### config.mk
export PLATFORM = sky130hd
export DESIGN_NAME = uparc_lsu_arbiter
export DESIGN_NICKNAME = d
export VERILOG_FILES = /design/src/rtl/uparc_lsu_arbiter.sv
export SDC_FILE = /design/constraint.sdc
export NUM_CORES = 1
export LEC_CHECK = 0
export BUFFER_PORTS_ARGS = -buffer_cell sky130_fd_sc_hd__buf_4
export CORE_UTILIZATION = 40
export CTS_BUF_LIST = sky130_fd_sc_hd__clkbuf_16
export DETAILED_ROUTE_END_ITERATION = 7
export PLACE_DENSITY_LB_ADDON = 0.25
export SYNTH_ARGS = -nofsm -noshare
export SYNTH_HDL_FRONTEND = slang
export SYNTH_SLANG_ARGS = --single-unit
### constraint.sdc
create_clock -name clk -period 3.7 [get_ports clk]
set_input_delay 0.555 -clock clk [delete_from_list [all_inputs] [get_ports clk]]
set_output_delay 0.555 -clock clk [all_outputs]
set_load 0.02 [all_outputs]
### src/rtl/uparc_lsu_arbiter.sv
// uparc_lsu_arbiter: shares one bus master port between the fetch and data LSU ports, with alignment check and byte-lane steering.
// Optional macro UPARC_LSU_ARB_RR_EN selects round-robin priority; the default is fixed data-over-fetch priority.
module uparc_lsu_arbiter #(
    parameter int ADDR_WIDTH = 32,
    parameter int DATA_WIDTH = 32
) (
    input  logic                  clk,
    input  logic                  nrst,
    input  logic [ADDR_WIDTH-1:0] f_addr,
    input  logic [1:0]            f_cmd,
    output logic [DATA_WIDTH-1:0] f_rdata,
    output logic                  f_busy,
    output logic                  f_err_align,
    output logic                  f_err_bus,
    input  logic [ADDR_WIDTH-1:0] d_addr,
    input  logic [DATA_WIDTH-1:0] d_wdata,
    input  logic [1:0]            d_cmd,
    input  logic                  d_rnw,
    output logic [DATA_WIDTH-1:0] d_rdata,
    output logic                  d_busy,
    output logic                  d_err_align,
    output logic                  d_err_bus,
    output logic                  bus_req,
    output logic [ADDR_WIDTH-1:0] bus_addr,
    output logic [DATA_WIDTH-1:0] bus_wdata,
    output logic [3:0]            bus_be,
    output logic                  bus_rnw,
    input  logic [DATA_WIDTH-1:0] bus_rdata,
    input  logic                  bus_ack,
    input  logic                  bus_err
);
    localparam logic [1:0] CMD_IDLE = 2'd0, CMD_BYTE = 2'd1, CMD_HWORD = 2'd2, CMD_WORD = 2'd3;

    typedef enum logic [1:0] {S_IDLE, S_GNT_D, S_GNT_F} state_t;

    function automatic logic [3:0] be_of(input logic [1:0] sz, input logic [1:0] a);
        return sz == CMD_BYTE ? 4'b0001 << a : sz == CMD_HWORD ? 4'b0011 << a : 4'b1111;
    endfunction

    function automatic logic [DATA_WIDTH-1:0] wdata_of(input logic [1:0] sz, input logic [DATA_WIDTH-1:0] w);
        return sz == CMD_BYTE ? DATA_WIDTH'({4{w[7:0]}}) : sz == CMD_HWORD ? DATA_WIDTH'({2{w[15:0]}}) : w;
    endfunction

    function automatic logic [DATA_WIDTH-1:0] rdata_of(input logic [1:0] sz, input logic [1:0] a,
                                                       input logic [DATA_WIDTH-1:0] d);
        logic [DATA_WIDTH-1:0] s;
        s = d >> {a, 3'b000};
        return sz == CMD_BYTE ? DATA_WIDTH'(s[7:0]) : sz == CMD_HWORD ? DATA_WIDTH'(s[15:0]) : s;
    endfunction

    state_t                  state_q, state_d;
    logic                    fp_q, dp_q;
    logic [ADDR_WIDTH-1:0]   fa_q, da_q;
    logic [DATA_WIDTH-1:0]   dw_q;
    logic [1:0]              ds_q;
    logic                    dr_q;
    logic                    bus_req_q, bus_rnw_q;
    logic [ADDR_WIDTH-1:0]   bus_addr_q;
    logic [DATA_WIDTH-1:0]   bus_wdata_q;
    logic [3:0]              bus_be_q;
    logic [1:0]              bus_size_q;
    logic [DATA_WIDTH-1:0]   f_rdata_q, d_rdata_q;
    logic                    f_err_bus_q, d_err_bus_q;

    logic                    f_mis, d_mis, f_act, d_act, f_new, d_new, f_req, d_req;
    logic                    done, f_grant, d_grant, prio_d;
    logic [ADDR_WIDTH-1:0]   sel_addr;
    logic [DATA_WIDTH-1:0]   sel_wdata;
    logic [1:0]              sel_size;
    logic                    sel_rnw;

    always_comb begin
        f_mis     = f_cmd != CMD_IDLE && f_addr[1:0] != 2'b00;
        d_mis     = (d_cmd == CMD_HWORD && d_addr[0]) || (d_cmd == CMD_WORD && d_addr[1:0] != 2'b00);
        f_act     = state_q == S_GNT_F;
        d_act     = state_q == S_GNT_D;
        // A command on a port that is already busy is dropped
        f_new     = f_cmd != CMD_IDLE && !f_mis && !fp_q && !f_act;
        d_new     = d_cmd != CMD_IDLE && !d_mis && !dp_q && !d_act;
        f_req     = f_new || fp_q;
        d_req     = d_new || dp_q;
        done      = bus_req_q && (bus_ack || bus_err);
        d_grant   = state_q == S_IDLE && d_req && (!f_req || prio_d);
        f_grant   = state_q == S_IDLE && f_req && !d_grant;
        sel_addr  = d_grant ? (dp_q ? da_q : d_addr) : (fp_q ? fa_q : f_addr);
        sel_wdata = d_grant ? (dp_q ? dw_q : d_wdata) : '0;
        sel_size  = d_grant ? (dp_q ? ds_q : d_cmd) : CMD_WORD;
        sel_rnw   = d_grant ? (dp_q ? dr_q : d_rnw) : 1'b1;
        state_d   = d_grant ? S_GNT_D : f_grant ? S_GNT_F : done ? S_IDLE : state_q;
    end

    always_ff @(posedge clk or negedge nrst) begin
        if (!nrst) begin
            state_q     <= S_IDLE;
            fp_q        <= 1'b0;
            dp_q        <= 1'b0;
            fa_q        <= '0;
            da_q        <= '0;
            dw_q        <= '0;
            ds_q        <= CMD_IDLE;
            dr_q        <= 1'b0;
            bus_req_q   <= 1'b0;
            bus_addr_q  <= '0;
            bus_wdata_q <= '0;
            bus_be_q    <= '0;
            bus_rnw_q   <= 1'b0;
            bus_size_q  <= CMD_IDLE;
            f_rdata_q   <= '0;
            d_rdata_q   <= '0;
            f_err_bus_q <= 1'b0;
            d_err_bus_q <= 1'b0;
        end else begin
            state_q     <= state_d;
            fp_q        <= f_grant ? 1'b0 : fp_q || f_new;
            dp_q        <= d_grant ? 1'b0 : dp_q || d_new;
            f_err_bus_q <= done && bus_err && f_act;
            d_err_bus_q <= done && bus_err && d_act;
            if (f_new) fa_q <= f_addr;
            if (d_new) begin
                da_q <= d_addr;
                dw_q <= d_wdata;
                ds_q <= d_cmd;
                dr_q <= d_rnw;
            end
            if (f_grant || d_grant) begin
                bus_req_q   <= 1'b1;
                bus_addr_q  <= sel_addr;
                bus_wdata_q <= wdata_of(sel_size, sel_wdata);
                bus_be_q    <= be_of(sel_size, sel_addr[1:0]);
                bus_rnw_q   <= sel_rnw;
                bus_size_q  <= sel_size;
            end else if (done) begin
                bus_req_q <= 1'b0;
            end
            if (done && !bus_err && f_act) f_rdata_q <= rdata_of(bus_size_q, bus_addr_q[1:0], bus_rdata);
            if (done && !bus_err && d_act) d_rdata_q <= rdata_of(bus_size_q, bus_addr_q[1:0], bus_rdata);
        end
    end

`ifdef UPARC_LSU_ARB_RR_EN
    // Remembers the winner of the last contended grant so the other port wins the next contention
    logic last_d_q;
    always_ff @(posedge clk or negedge nrst) begin
        if (!nrst) last_d_q <= 1'b0;
        else if (state_q == S_IDLE && f_req && d_req) last_d_q <= d_grant;
    end
    assign prio_d = !last_d_q;
`else
    assign prio_d = 1'b1;
`endif

    assign f_busy      = f_new || fp_q || f_act;
    assign d_busy      = d_new || dp_q || d_act;
    assign f_err_align = f_mis;
    assign d_err_align = d_mis;
    assign f_err_bus   = f_err_bus_q;
    assign d_err_bus   = d_err_bus_q;
    assign f_rdata     = f_rdata_q;
    assign d_rdata     = d_rdata_q;
    assign bus_req     = bus_req_q;
    assign bus_addr    = bus_addr_q;
    assign bus_wdata   = bus_wdata_q;
    assign bus_be      = bus_be_q;
    assign bus_rnw     = bus_rnw_q;
endmodule

# [Word level (Yosys, flattened, before mapping)]
# Index checks and enable logic that the tools add are counted.
[word_totals] regBits=241 in_bits=137 output_inout_bits=140 wordCells=92
[classes] n_eq_ne=8 shift=3 muxes=22 n_reduce_logical=41
[ops] operator="2-to-1 mux 32 bit" count=9
[ops] operator=">> shifter 32 x 5 -> 32 bit" count=1
[ops] operator="logical AND 1 bit" count=19
[ops] operator="== test 2 bit (second input constant)" count=5
[ops] operator="2-to-1 mux 2 bit" count=5
[ops] operator="nonzero test 2 bit" count=5
[ops] operator="zero test 1 bit" count=8
[ops] operator="2-to-1 mux 4 bit" count=2
[ops] operator="logical OR 1 bit" count=7
[ops] operator="== test 2 x 1 -> 1 bit (second input constant)" count=3
[ops] operator="2-to-1 mux 1 bit" count=6
[ops] operator="<< shifter 1 x 2 -> 4 bit (first input constant)" count=1
[ops] operator="<< shifter 2 x 2 -> 4 bit (first input constant)" count=1
[ops] operator="nonzero test 3 bit" count=1
[ops] operator="zero test 2 bit" count=1

# [Longest topological paths before layout]
# Gate-level depths: netlist of run 1.
[logic_depth] ltp_word=13 ltp_mapped=12 mapped_depth_nobuf=9

# [Least setup slack after synthesis of run 1]
# No wires, ideal clock.
[synth_timing] path_kind="input to register" startpoint="in d_cmd[0]" endpoint="reg bus_be_q[2], in the netlist bus_be[2]" setup_time_ps=121 t_arrival_ps=2334 required_ps=3579 path_slack_ps=1245 stages=12 path_buffers=3 path_cell_list="buf_6 > or2_1 > a31o_2 > buf_6 > nand2_1 > buf_2 > mux2i_1 > ha_1 > inv_1 > o221ai_1 > o21ai_0 > o22a_1"
[synth_between] elab_chain_len=13 elab_cells_between_ends=24 classes_between="4 x eq/ne; 2 x shift; 5 x mux; 13 x reduce/logical"
[synth_rtl] item="start: declaration" line="17" rtl="input logic [1:0] d_cmd,"
[synth_rtl] item="== test 2 bit" line="74" rtl="d_mis = (d_cmd == CMD_HWORD && d_addr[0]) || (d_cmd == CMD_WORD && d_addr[1:0] != 2'b00);"
[synth_rtl] item="logical AND 1 bit" line="74"
[synth_rtl] item="logical OR 1 bit" line="74"
[synth_rtl] item="zero test 1 bit" line="79" rtl="d_new = d_cmd != CMD_IDLE && !d_mis && !dp_q && !d_act;"
[synth_rtl] item="logical AND 1 bit (3 in series)" line="79"
[synth_rtl] item="logical OR 1 bit" line="81" rtl="d_req = d_new || dp_q;"
[synth_rtl] item="logical AND 1 bit" line="83" rtl="d_grant = state_q == S_IDLE && d_req && (!f_req || prio_d);"
[synth_rtl] item="2-to-1 mux 32 bit / 2-to-1 mux 2 bit (equally long branches)" line="85, 87"
[synth_rtl] item="<< shifter 2 x 2 -> 4 bit / == test 2 bit (equally long branches)" line="37" rtl="return sz == CMD_BYTE ? 4'b0001 << a : sz == CMD_HWORD ? 4'b0011 << a : 4'b1111;"
[synth_rtl] item="2-to-1 mux 4 bit (2 in series)" line="37"
[synth_rtl] item="end signal: assignment" line="129" rtl="bus_be_q <= be_of(sel_size, sel_addr[1:0]);"
[synth_rtl] item="end: declaration" line="60" rtl="logic [3:0] bus_be_q;"
# Several ways; a longest one is shown, not always the timed one.
# A chain may end at the register's enable or synchronous reset.

# [Worst setup path in the final report of run 1]
[layout_timing] startpoint="reg dp_q" endpoint="reg bus_be_q[2], in the netlist bus_be[2]"
[layout_between] elab_chain_len=9 elab_cells_between_ends=18 classes_between="2 x eq/ne; 2 x shift; 6 x mux; 8 x reduce/logical"
[layout_rtl] item="start: declaration" line="52" rtl="logic fp_q, dp_q;"
[layout_rtl] item="start signal: assignment" line="115" rtl="dp_q <= d_grant ? 1'b0 : dp_q || d_new;"
[layout_rtl] item="zero test 1 bit" line="79"
[layout_rtl] item="logical AND 1 bit (2 in series)" line="79"
[layout_rtl] item="logical OR 1 bit" line="81"
[layout_rtl] item="logical AND 1 bit" line="83"
[layout_rtl] item="2-to-1 mux 32 bit / 2-to-1 mux 2 bit (equally long branches)" line="85, 87"
[layout_rtl] item="<< shifter 2 x 2 -> 4 bit / == test 2 bit (equally long branches)" line="37"
[layout_rtl] item="2-to-1 mux 4 bit (2 in series)" line="37"
# Several ways; a longest one is shown, not always the timed one.

==> results of run 1 <==
-- critical path: stages (launching register included) --
cell	delay, ns
dfrtp_4	0.90
a31o_2	0.57
nand2_1	0.19
mux2i_1	0.16
ha_1	0.30
inv_1	0.05
o221ai_1	0.17
o21ai_0	0.11
o22a_1	0.20
-- cell usage after synthesis, drive strengths merged (14+ instances only) --
library cell and number:
a21oi 50, dfrtp 241, nor2 22, a211oi 16
mux2 160, nor2b 14, clkbuf 30, a22o 47
mux2i 68, a221o 30, nand2 34, buf 43
o22ai 25
-- power by group through the flow --
| stage | Sequential [µW] | Clock (µW) | Combinational [µW] |
|---|---|---|---|
| 3_5_place_dp | 4710 | 0 | 5980 |
| 2_1_floorplan | 5210 | 0 | 3280 |
| 6_report | 4680 | 2630 | 5910 |
| 5_1_grt | 4850 | 2810 | 6380 |
| 4_1_cts | 4680 | 2700 | 5980 |
| 3_3_place_gp | 4690 | 0 | 5870 |
-- registers in the layout, indices dropped and copies added (netlist names), 4 cells and up --
| signal | flops |
|---|---|
| bus_be | 4 |
| da_q | 32 |
| d_rdata | 32 |
| fa_q | 32 |
| bus_addr | 32 |
| bus_wdata | 32 |
| dw_q | 32 |
| f_rdata | 32 |
-- path summary, 6_finish.rpt --
kind | slack (ns) | depth (start not counted) | end
min in group clk | 0.26 | 2 | fa_q[30]
max reg2reg | 0.92 | 8 | bus_be[2]
max in group asynchronous | 2.83 | 2 | fa_q[8]
min reg2reg | 0.49 | 1 | bus_wdata[4]
min | -0.01 | 1 | dw_q[11]
max | 0.92 | 8 | bus_be[2]
-- logic make-up (layout without fill, tap and decap cells) --
| family | Yosys count | count (layout) |
|---|---|---|
| AO/OA/AOI/OAI | 225 | 225 |
| XOR/XNOR | 2 | 2 |
| adder cells (fa/ha/maj) | 1 | 1 |
| buffers and inverters | 85 | 354 |
| flip-flops | 241 | 241 |
| multiplexers | 228 | 228 |
| AND/OR/NAND/NOR | 110 | 110 |
-- metrics by stage --
| step | power [µW] | utilization [%] | hold slack [ns] |
|---|---|---|---|
| 2_1_floorplan | 8483 | - | 0.2594 |
| 3_3_place_gp | 10560 | 49.14 | 0.4768 |
| 3_5_place_dp | 10690 | 49.14 | 0.4823 |
| 4_1_cts | 13360 | 52.30 | 0.01887 |
| 5_1_grt | 14040 | 52.30 | 0.04723 |
| 6_report | 13220 | 52.30 | -0.01491 |
-- layout make-up --
class                   count  share of cell area [%]
inverters                  12                  0.3109
multi-input cells         566                   33.10
well taps                 378                   3.264
flip-flops and latches    241                   41.65
clock inverters            20                   1.218
repair buffers            294                   15.63
clock buffers              28                   4.836
-- per-layer routing --
metal / track usage [%] / up-vias / wire [µm]
met5: 0 / - / 0
met4: 4.935 / 0 / 547
met3: 5.410 / 39 / 2339
met2: 33.39 / 265 / 14120
met1: 29.83 / 4180 / 13930
li1: - / 3845 / -
==> impl_metrics.ini, run 1 <==
[yosys]
netlist_area_um2 = 11240
yosys_most_used_dff = dfrtp_1
synth_top_family_by_area = multiplexers
avgSynthCellArea_um2 = 12.60
yosys_warnings = 0
syn-num-nets = 1030
synth_mux_area_share_pct = 22.08
synth_xor_area_share_pct = 0.2226
async_flop_share_pct = 100.0
yosysTopAreaCell = dfrtp_1
synth_compound_area_share_pct = 15.16
synth-simple-area-share_pct = 4.885
synth_seq_cells = 241
netlist.area_leader.share_pct = 53.64
synthCells = 892
synth-seq-area-share_pct = 53.64
synthAdderAreaFrac_pct = 0.1113
synth_area_leaders = dfrtp_1 54%, mux2_2 16%, mux2i_1 6.1%, a22o_1 3.7%, a221o_1 2.7%
ys_types = 46
synth_edf_count = 0

[cells_and_area]
num-fill-cells = 2453
syn2layout_area_growth_pct = 28.88
drive_above_1_share_pct = 44.36
seq_area_um2 = 6035
stdcell_count = 1539
nets = 1281
multi_input_area_um2 = 4796
layout_commonest_cell = buf_4
antenna_cells = 0
layout_common_cells = 289 x buf_4, 240 x dfrtp_1, 160 x mux2_2
design_area_um2 = 14490

[die]
die_y_um = 169.7
dieArea_um2 = 28780
start_util_pct = 40.58
rows = 61
core_um2 = 27710
io_pins = 277
die_w_um = 169.7

[route]
dr.first_iter.drc_count = 484
drc = 0
wl_per_cell_um = 20.10
via_per_inst = 5.412
drtPass1Iterations = 5
vias = 8329
ant_nets = 0
routed_wl_um = 30940

[global_routing]
antenna_found_initial = 0
grt_max_degree = 79
track_usage_pct = 21.40
grt_pass1_vias = 8411
grt_pass1_wl_um = 47990
gr-total-overflow = 0

[sta]
hold_slack_ns = -0.01491
rsz0062_at_grt = no
post-route-period-util_pct = 75.23
max_freq_mhz = 359.3
relSlewSlack_pct = 34.05
finalSetupViolations = 0
hold_viol_final = 7
fin_skew_ns = 0.01596
final.setup.worst_slack_ns = 0.9164
final.min_clock_period_ns = 2.784
tightestPinTransition_ns = 0.9803
tns_ns = 0
drv_slew = 0

[run_status]
failed_checks = hold timing
outcome = finished with violations

[clocking]
cts_buffers = 28
cts_sinks = 241
cts_resized = 0
hold_buffers = 0
clk_pin_slew_ns = 0.06
clock-root-buffer = clkbuf_16
post-cts-setup-buffers = 0
cts.path.max_buffers = 3
clk_latency_ns = 0.54
htreeDepth = 1
cts_tree = built

[placement]
io_buffer_count = 276
placed_area_um2 = 13610
pre_cts_ws_ns = 0.9105
dp_hpwl_um = 21170
gp_congestion = 0.7947
dp.cells = 1491

[setup_path]
worstSetupStartpointType = register
worstPathArrival_ns = 3.21
cp.required_ns = 4.12
path_class = register to register
cp-startpoint = dp_q
r2r_start = dp_q
end_kind = register
critPathMaxFanout = 48

[power_and_ir_drop]
p_int_uw = 8174
powerDensity_nw_per_um2 = 912.5
clockPowerShare_pct = 19.9
netSwitchingPower_uw = 5049
ir_drop_uv = 365.4
p_comb_share_pct = 44.7
power_frac_seq_pct = 35.4
leakagePower_uw = 0.006659
swShare_pct = 38.18

[flow_run]
maxCapViolCount = 0

[hold_path]
hp-class = primary input to async pin
No activity file was read; power rests on OpenSTA's default activity.
==> run 2, diff against run 1 <==
- clock period: 3.7 -> 2.9 ns (I/O delays scaled with it)
==> impl_metrics.ini, run 2 (same netlist as run 1, synthesis figures left out) <==
[global_routing]
grt_pass1_wl_um = 48670
gr-total-overflow = 0
grt_pass1_vias = 8543
grt_max_degree = 84
track_usage_pct = 21.56
antenna_found_initial = 0

[setup_path]
r2r_slack_ns = 0.65
worstSetupStartpointType = register
critPathMaxFanout = 15
worstPathArrival_ns = 2.69
end_kind = register
timing.critical_path.buf_inv = 1
path_class = register to register
crit_family = compound AO/OA/AOI/OAI gates
slowest_stage = dfrtp_1
cp.required_ns = 3.34
crit_chain = nand2_1, a21boi_0, mux2i_1, ha_1, inv_1, o221ai_1, o21ai_0, o22a_1
slowest_delay_ns = 0.57

[die]
die_y_um = 169.7
start_util_pct = 40.58
dieArea_um2 = 28780
rows = 61
core_um2 = 27710
io_pins = 277
die_w_um = 169.7

[sta]
post-route-period-util_pct = 77.44
tns_ns = 0
rsz0062_at_grt = no
drv_slew = 0
final.min_clock_period_ns = 2.246
tightestPinTransition_ns = 1.024
max_freq_mhz = 445.3
fin_skew_ns = 0.02437
relSlewSlack_pct = 31.07
hold_viol_final = 0
finalSetupViolations = 0

[power_and_ir_drop]
powerDensity_nw_per_um2 = 1161
ir_drop_uv = 467.8
fin_total_pwr_uw = 16890
leakagePower_uw = 0.006711

[route]
routed_wl_um = 31100
wl_per_cell_um = 20.08
ant_nets = 0
dr.first_iter.drc_count = 541
vias = 8384
drtPass1Iterations = 4
drc = 0
via_per_inst = 5.413

[clocking]
clk_pin_slew_ns = 0.06
clock-root-buffer = clkbuf_16
cts.path.max_buffers = 3
cts_buffers = 28
clk_latency_ns = 0.56
htreeDepth = 1
cts_sinks = 241
cts_tree = built
cts_resized = 0

[cells_and_area]
final_util_pct = 52.48
layout_common_cells = 294 x buf_4, 240 x dfrtp_1, 160 x mux2_2
num-fill-cells = 2428
layout_commonest_cell = buf_4
syn2layout_area_growth_pct = 29.32
design_area_um2 = 14540
nets = 1288
stdcell_count = 1549
drive_above_1_share_pct = 44.19

[placement]
placed_area_um2 = 13670
gp_congestion = 0.7776
dp_hpwl_um = 21220
dp.cells = 1497
io_buffer_count = 276

[run_status]
outcome = finished clean

[flow_run]
maxCapViolCount = 0

[hold_path]
hp-class = primary input to register
-- run 2: area by class of cell --
cell class | instances | area, µm² | area share (%)
diodes | 1 | 2.502 | 0.01721
well taps | 378 | 473.0 | 3.253
flip-flops and latches | 241 | 6035 | 41.50
clock inverters | 22 | 156.4 | 1.076
repair buffers | 301 | 2332 | 16.04
multi-input cells | 566 | 4796 | 32.98
clock buffers | 28 | 700.7 | 4.819
inverters | 12 | 45.04 | 0.3098
-- run 2: what timing repair did --
item / CTS / global route
endpoints found under the hold margin: 79 / 0
buffers inserted: 0 / 0
hold buffers: 1 / 0
-- run 2: worst reg2reg max path: stages, from the launching register on --
cell	delay, ns
dfrtp_1	0.57
nand2_1	0.22
a21boi_0	0.35
mux2i_1	0.16
ha_1	0.31
inv_1	0.05
o221ai_1	0.18
o21ai_0	0.11
o22a_1	0.19
-- run 2: final timing paths --
check                      depth (start not counted)          from           end
max in group asynchronous                          3          nrst   f_rdata[12]
max                                                8          fp_q     bus_be[2]
min in group asynchronous                          2          nrst      dw_q[11]
min                                                2     d_addr[8]       da_q[8]
max reg2reg                                        8          fp_q     bus_be[2]
min reg2reg                                        1  bus_wdata[2]  bus_wdata[2]
-- run 2: power breakdown --
group	internal [µW]	leakage, µW	switching [µW]
Combinational	3600	0.00329	4090
Clock	1920	0.000456	1390
Sequential	4930	0.00297	964
-- run 2: metal layers --
layer	vias up	GRT usage, %	routed length, µm
li1	3862	-	-
met1	4197	30.37	14080
met2	277	32.29	13650
met3	48	5.877	2560
met4	0	6.345	811
met5	-	0	0
-- run 2: metrics by stage --
stage	hold WS (ns)	setup slack, ns
after detailed placement	0.4779	0.5558
final	0.1175	0.6542
after floorplan	0.1394	0.5651
after CTS	0.1018	0.6288
after global routing	0.1090	0.4547
after global placement	0.4735	0.5884
==> run 3, diff against run 2 <==
- clock period: 2.9 -> 2.2 ns (I/O delays scaled with it)
==> impl_metrics.ini, run 3 (same netlist as run 1, synthesis figures left out) <==
[cells_and_area]
stdcell_count = 1569
seq_area_um2 = 6035
num-fill-cells = 2404
drive_above_1_share_pct = 45.59
multi_input_area_um2 = 4807
layout_commonest_cell = buf_4
layout_common_cells = 309 x buf_4, 240 x dfrtp_1, 160 x mux2_2
syn2layout_area_growth_pct = 31.00
nets = 1309
antenna_cells = 0

[placement]
dp_hpwl_um = 21360
dp.cells = 1519
gp_congestion = 0.7868
io_buffer_count = 276

[clocking]
cts_buffers = 27
clk_latency_ns = 0.53
htreeDepth = 1
cts_tree = built
clock-root-buffer = clkbuf_16
clk_pin_slew_ns = 0.06
cts.path.max_buffers = 3
cts_sinks = 241

[global_routing]
gr-total-overflow = 0
use_met1_pct = 29.42
grt_pass1_wl_um = 47970
grtUsageMet2_pct = 33.93
busiest_layer = met2
grt_pass1_vias = 8413
use_met3_pct = 4.594
grt_max_degree = 66
track_usage_pct = 21.32
antenna_found_initial = 0

[power_and_ir_drop]
leakagePower_uw = 0.006796
ir_drop_uv = 685.9
netSwitchingPower_uw = 8565
p_int_uw = 13780
p_comb_share_pct = 47.2
power_frac_seq_pct = 34.7
swShare_pct = 38.33
clockPowerShare_pct = 18.1
powerDensity_nw_per_um2 = 1517

[setup_path]
critPathMaxFanout = 14
cp.required_ns = 1.87
end_kind = output pin
path_class = register to output pin
worstSetupStartpointType = register
worstPathArrival_ns = 1.73

[run_status]
outcome = finished clean

[sta]
max_freq_mhz = 485.6
relSlewSlack_pct = 41.01
final.min_clock_period_ns = 2.059
drv_slew = 0
hold_slack_ns = 0.03930
fin_skew_ns = 0.01435
tightestPinTransition_ns = 0.8849
hold_viol_final = 0
rsz0062_at_grt = no
finalSetupViolations = 0
post-route-period-util_pct = 93.60
tns_ns = 0

[die]
dieArea_um2 = 28780
io_pins = 277
rows = 61
die_y_um = 169.7
core_um2 = 27710
start_util_pct = 40.58
die_w_um = 169.7

[route]
drtPass1Iterations = 4
routed_wl_um = 31340
wl_per_cell_um = 19.97
dr.first_iter.drc_count = 524
via_per_inst = 5.405
vias = 8481
ant_nets = 0
drc = 0

[flow_run]
maxCapViolCount = 0

[hold_path]
hp-class = primary input to register
[run 3: final cells by class]
type | instances | area share (%)
inverters | 12 | 0.3058
repair buffers | 323 | 17.55
clock buffers | 27 | 4.587
flip-flops and latches | 241 | 40.97
well taps | 378 | 3.211
clock inverters | 22 | 0.7390
multi-input cells | 566 | 32.64
[run 3: power groups by stage]
stage	Combinational [µW]	Clock [µW]	Sequential, µW
after floorplan	5520	0	8760
after global placement	10500	0	7770
after detailed placement	10600	0	7810
after CTS	10600	4150	7760
after global routing	11300	4330	8030
final	10600	4040	7750
[run 3: routing by layer]
metal / vias up / routed length [µm] / share of wire (%)
met2: 255 / 14410 / 46
met5: - / 0 / 0
met3: 53 / 2069 / 6.6
met1: 4270 / 14060 / 45
met4: 0 / 795 / 2.5
li1: 3903 / - / -
[run 3: worst paths after layout]
path                              from          end  slack (ns)  cells past startpoint
max                               dp_q       d_busy        0.14                      4
min                        d_wdata[22]     dw_q[22]        0.04                      2
max reg2reg                       dp_q    bus_be[1]        0.15                      5
min reg2reg                    fa_q[0]      fa_q[0]        0.50                      1
max in group asynchronous         nrst  f_rdata[19]        1.11                      3
min in group asynchronous         nrst     dw_q[11]        0.31                      2
[run 3: critical path: stages, from the launching register on]
cell     delay [ns]
dfrtp_4        0.56
buf_4          0.20
nor2_2         0.15
o21ai_0        0.11
buf_4          0.17
[run 3: metrics by stage]
stage	power (µW)	setup slack, ns	utilization, %	area [µm²]
after floorplan	14280	0.001495	-	11250
after CTS	22550	0.06970	53.15	14730
after global placement	18230	0.08650	50.27	13930
final	22340	0.1408	53.16	14730
after detailed placement	18430	0.07391	50.27	13930
after global routing	23670	0.05104	53.16	14730
[run 3: timing repair]
item / CTS / global route
hold buffers: 1 / 0
pin swaps: 0 / 0
resized for setup: 1 / 1
hold endpoints to repair: 49 / 0
setup endpoints to repair: 1 / 1
buffers inserted: 0 / 0
